**src/rtl/lc3b_ctrl_pipe.sv**
```systemverilog
// lc3b_ctrl_pipe: control-word pipeline with per-stage valid, stall/hold, bubble insertion, flush and saturating bubble counter
module lc3b_ctrl_pipe #(
  parameter int WIDTH  = 40,
  parameter int STAGES = 4,
  parameter int CNT_W  = 16
) (
  input  logic                      clk,
  input  logic                      reset_n,
  input  logic                      in_valid,
  input  logic [WIDTH-1:0]          in_ctrl,
  output logic                      in_ready,
  input  logic [STAGES-1:0]         stall,
  input  logic [STAGES-1:0]         flush,
  output logic [STAGES-1:0]         stage_valid,
  output logic [STAGES*WIDTH-1:0]   stage_ctrl,
  output logic                      out_valid,
  output logic [WIDTH-1:0]          out_ctrl,
  output logic [CNT_W-1:0]          bubble_count
);
  logic [STAGES-1:0]             hold, hold_prev, valid_prev, v, nv;
  logic [STAGES-1:0][WIDTH-1:0]  c, ctrl_prev, nc;
  logic [CNT_W-1:0]              cnt;
  always_comb begin
    logic acc;
    acc  = 1'b0;
    hold = '0;
    for (int i = STAGES-1; i >= 0; i--) begin
      acc     = acc | stall[i];
      hold[i] = acc;
    end
  end
  assign hold_prev  = {hold[STAGES-2:0], 1'b0};
  assign valid_prev = {v[STAGES-2:0], in_valid};
  assign ctrl_prev  = {c[STAGES-2:0], in_ctrl & {WIDTH{in_valid}}};
  always_comb begin
    nv = '0;
    nc = '0;
    for (int i = 0; i < STAGES; i++) begin
      nv[i] = !flush[i] && (hold[i] ? v[i] : !hold_prev[i] && valid_prev[i]);
      nc[i] = (flush[i] || (!hold[i] && hold_prev[i])) ? '0 : hold[i] ? c[i] : ctrl_prev[i];
    end
  end
  always_ff @(posedge clk) begin
    if (!reset_n) begin
      v   <= '0;
      c   <= '0;
      cnt <= '0;
    end else begin
      v <= nv;
      c <= nc;
      if (!v[STAGES-1] && !(&cnt)) cnt <= cnt + CNT_W'(1);
    end
  end
  assign in_ready     = !hold[0];
  assign stage_valid  = v;
  assign stage_ctrl   = c;
  assign out_valid    = v[STAGES-1];
  assign out_ctrl     = c[STAGES-1];
  assign bubble_count = cnt;
endmodule

```
**config.mk**
```make
export PLATFORM = sky130hd
export DESIGN_NAME = lc3b_ctrl_pipe
export DESIGN_NICKNAME = d
export VERILOG_FILES = /design/src/rtl/lc3b_ctrl_pipe.sv
export SDC_FILE = /design/constraint.sdc
export NUM_CORES = 1
export LEC_CHECK = 0
export CAP_MARGIN = 0
export CELL_PAD_IN_SITES_DETAIL_PLACEMENT = 1
export CELL_PAD_IN_SITES_GLOBAL_PLACEMENT = 2
export CORE_AREA = 2 2 173 175
export CTS_CLUSTER_SIZE = 25
export DETAILED_ROUTE_END_ITERATION = 12
export DIE_AREA = 0 0 175 177
export MAX_ROUTING_LAYER = met4
export PLACE_DENSITY = 0.91
export SETUP_SLACK_MARGIN = 0.4
export SLEW_MARGIN = 20
export SYNTH_ARGS = -nofsm -noshare
export SYNTH_HDL_FRONTEND = slang
export SYNTH_SLANG_ARGS = --single-unit
```
**constraint.sdc**
```tcl
create_clock -name clk -period 3.6 [get_ports clk]
set_input_delay 1.08 -clock clk [delete_from_list [all_inputs] [get_ports clk]]
set_output_delay 1.08 -clock clk [all_outputs]
set_load 0.005 [all_outputs]
```
[Word level (Yosys, flattened, before mapping)]
Cells that the tools add are included.
Storage, ports and cells
  register bits: 180
  input bits: 51
  output and inout bits: 222
  word-level logic and storage cells: 45
Cells by class
  add/sub/neg operators: 1
  mux-type cells: 4
  bitwise operators: 5
  reductions and logical operators: 29
Operators with widths (count)
  $and 40x40->40: 1
  $add 16x1->16 const B: 1
  $reduce_and 16->1: 1
  $logic_and 1x1->1: 11
  $logic_not 1->1: 10
  $reduce_or 2->1: 4
  $mux 1: 4
  $logic_or 1x1->1: 3
  $or 1x1->1: 3
  $not 1->1: 1

[Logic depth before layout (Yosys ltp)]
Gate-level depths: netlist of the first run.
  depth after elaboration: 7
  depth in mapped cells: 8
  depth with buffers taken out: 5

[Worst setup path before layout of the first run]
OpenSTA, ideal clock, no wires.
  path type: input-to-output
  start: in stall[3]
  end: out in_ready
  data arrival time: 1.977 ns
  required time: 2.520 ns
  slack: 0.543 ns
  cell stages on the path: 6
  buffers on the path: 3
  cells stage by stage: buf_2 nor3_4 nand2b_1 clkbuf_1 inv_2 buf_2
Between the ends
  cells in the longest elaborated chain, start to end: 4
RTL lines
  start: declaration: line 12  | input logic [STAGES-1:0] stall,
  $or 1x1->1 (3 in series): line 28  | acc = acc | stall[i];
  $logic_not 1->1: line 54  | assign in_ready = !hold[0];
  end: declaration: line 11  | output logic in_ready,
Every way passes these cells.

[Final worst setup path of the first run]
  start: in stall[0]
  end: out in_ready
Between the ends
  cells in the longest elaborated chain, start to end: 2
RTL lines (line)
  $or 1x1->1: 28
  $logic_not 1->1: 54
Every way passes these cells.

==> metrics.txt, run 1 <==
area occupied by registers 3600 um^2; Max-Slew Margin vs Limit 37.9%; worst setup margin 0.491 ns; largest net degree at the start of global routing 46; Max Clock Skew 0.0116 ns; power share of the combinational group 4.9%; sw power 0.977 mW; DRC errors left 0; Req. time, crit path 2.52 ns; first-pass GRT wire length 37500 um; CP Capture Point in_ready; CP Launch Point stall[0]; Crit path arrival time 2.03 ns; R2R cell count 4; simple-gate share of the synthesized area 19.0%; Synth async-reset ratio 0%; DRT antenna net count 0; XOR/XNOR Fraction of Synth Area 0%; Slew Limit Fails 0; clock share of power 47.3%; die width 175 um; Int Power 3.21 mW; core area 29200 um^2; routability congestion estimate 0.782; YS warnings 0; register area share after synthesis 46.3%; Finished Core Util 35.2%; area of the mapped netlist 7770 um^2; Flop pwr share 47.8%; Synth Instances 940; status complete, no violations; multiplexer share of the synthesized area 5.54%; CTS Buf Count 17; Slew @ Worst Pin 0.923 ns; Starting Density 26.6%; Vias 6274; worst slack, placed -0.0780 ns; syn_nets 992; vias per cell 4.38; clk sink count 180; port buffer count 272; LEAKAGE 3.34 nW; WL per Instance 17.2 um; RSZ-0062 raised after global routing no; GRT Total Usage 16.1%; maxcap violations 0; Boundary Pins 273; CTS tree yes; Max Root-Sink Buffers 2; synthesized area per cell 8.27 um^2; die area 31000 um^2; Fin Hold WS 0.467 ns; Vert. Die Dim 177 um; area growth from synthesis to final layout 32.5%; Total Wirelength 24600 um; post-synth cell types 44; Achievable Freq 322 MHz; reg-to-reg setup timing slack 1.50 ns; count of final setup violators 0; Root Driver clkbuf_16; multi-input logic area 2730 um^2; Post-synth EDFFs 0; Max IR drop VDD 0.235 mV; crit path launch type input pin; Crit Path Category input pin to primary output; main combinational cell family by area after synthesis simple AND/OR/NAND/NOR gates; Seq cells post-synth 180; H-tree depth 4; cts hold-fix bufs 0; DP HPWL 18000 um; fillcell total 3378; reg2reg start bubble_count[2]; Final Cycle Share 86.4%; total power draw 4.19 mW; Pwr Density 406 nW/um^2; Post-synth top flop dfxtp_1; row count 63; Min-Delay Path Class register to register; Synth Area in Adders 0.161%; TritonRoute pass-1 iters 4; initial antenna violation count 0; CP endpoint kind primary output; crit path max fanout 3; DR iter-0 viols 317; Compound-Gate Fraction of Synth Area 10.2%; final hold vios 0; diode count 0; ratio of cells with drive above 1 in the final layout 5.48%; grt ovf 0; final worst path period need 3.11 ns; final net count 1080; Clock Latency Late Sink 0.43 ns; vias in the first global route 6302; clk slew on worst S/H paths 0.06 ns; Net Sw Frac 23.4%; Crit Reg-Reg Endpoint bubble_count[7]
==> synthesized netlist by cell type, types with 3 or more instances <==
library cell,n,area share [%]
nand2_1,212,10
nor2_1,46,2.2
nand2b_1,8,0.64
buf_2,5,0.32
a21oi_1,131,8.4
nand4_1,3,0.24
buf_4,161,16
inv_1,5,0.24
nand3_1,43,2.8
o21ai_0,6,0.39
or3_1,6,0.48
mux2i_1,43,5.5
clkbuf_1,46,2.2
nor3_1,5,0.32
buf_1,5,0.24
dfxtp_1,180,46
==> area by class of cell <==
class	instances	share of cell area [%]
Sequential cell	180	35.0
Timing Repair Buffer	287	27.6
Multi-Input combinational cell	536	26.5
Tap cell	390	4.74
Clock buffer	19	4.30
Clock inverter	13	1.66
Inverter	6	0.219
==> cells by family after synthesis <==
group           count (synthesis)
fa+ha+maj                       1
buf+inv                       224
simple gates                  341
compound gates                151
flops                         180
mux                            43
==> flip-flops by register name, summed over array words and instances (netlist names) <==
name          flops
stage_valid       4
stage_ctrl      120
out_ctrl         40
bubble_count     16
==> cells in the final DEF, fill, tap and decap left out, types with 3 or more instances in the layout <==
| cell type | synthesis | final |
|---|---|---|
| nand2b_1 | 8 | 7 |
| nor2_1 | 46 | 45 |
| clkdlybuf4s50_1 | 0 | 268 |
| o21ai_0 | 6 | 6 |
| mux2i_1 | 43 | 43 |
| buf_4 | 161 | 14 |
| nand3_1 | 43 | 43 |
| clkbuf_16 | 0 | 17 |
| nand4_1 | 3 | 3 |
| inv_1 | 5 | 5 |
| dfxtp_1 | 180 | 180 |
| bufinv_16 | 0 | 3 |
| clkinvlp_4 | 0 | 3 |
| nor3_1 | 5 | 5 |
| or3_1 | 6 | 6 |
| nand2_1 | 212 | 212 |
| a21oi_1 | 131 | 131 |
==> worst max-delay path: stages <==
cell and delay, ns:
clkdlybuf4s50_1 0.44, nand2b_2 0.23, inv_2 0.07, clkdlybuf4s15_2 0.21
==> power groups by stage <==
| stage | registers (mW) | clock network [mW] | logic [mW] |
|---|---|---|---|
| CTS | 2.00 | 2.03 | 0.210 |
| global route | 2.00 | 2.12 | 0.222 |
| floorplan | 2.05 | 0 | 0.102 |
| global placement | 2.05 | 0 | 0.207 |
| finish | 2.00 | 1.98 | 0.205 |
| detailed placement | 2.05 | 0 | 0.210 |
==> per-layer routing <==
| layer | share of wire, % | track usage (%) |
|---|---|---|
| met1 | 48 | 21.2 |
| met2 | 48 | 25.8 |
| met3 | 2.9 | 2.75 |
| met4 | 1.5 | 4.24 |
| met5 | 0 | - |
==> timing repair <==
item                                    4_1_cts  5_1_grt
buffers inserted                              0        0
resized for setup                             5        1
pin swaps                                     1        0
endpoints found under the setup margin        1        1
==> worst min path at each step <==
stage / from / endpoint / slack, ns / cells after the start
6_report: stage_ctrl[41] / stage_ctrl[81] / 0.47 / 2
5_1_grt: stage_ctrl[67] / stage_ctrl[107] / 0.49 / 2
4_1_cts: stage_ctrl[41] / stage_ctrl[81] / 0.47 / 2
3_5_place_dp: stage_ctrl[41] / stage_ctrl[81] / 0.46 / 2
3_3_place_gp: stage_ctrl[10] / stage_ctrl[10] / 0.46 / 2
2_1_floorplan: stage_ctrl[60] / stage_ctrl[100] / 0.45 / 2
==> per-stage QoR <==
step / std cells / instance area [um^2] / setup TNS (ns)
2_1_floorplan: 940 / 7770 / 0
3_3_place_gp: 1399 / 9680 / -0.0786
3_5_place_dp: 1399 / 9680 / -0.0780
4_1_cts: 1431 / 10300 / 0
5_1_grt: 1431 / 10300 / 0
6_report: 1431 / 10300 / 0
No activity file was read; power rests on OpenSTA's default activity.
==> run 2: changes to the inputs <==
--- a/config.mk
+++ b/config.mk
@@ -9,6 +9,7 @@
 export CELL_PAD_IN_SITES_DETAIL_PLACEMENT = 1
 export CELL_PAD_IN_SITES_GLOBAL_PLACEMENT = 2
 export CORE_AREA = 2 2 173 175
+export CTS_CLUSTER_DIAMETER = 40
 export CTS_CLUSTER_SIZE = 25
 export DETAILED_ROUTE_END_ITERATION = 12
 export DIE_AREA = 0 0 175 177
@@ -19,3 +20,4 @@
 export SYNTH_ARGS = -nofsm -noshare
 export SYNTH_HDL_FRONTEND = slang
 export SYNTH_SLANG_ARGS = --single-unit
+export TNS_END_PERCENT = 1
==> results of run 2 <==
Same layout as run 1: the final DEF is identical, and so are final timing and power.
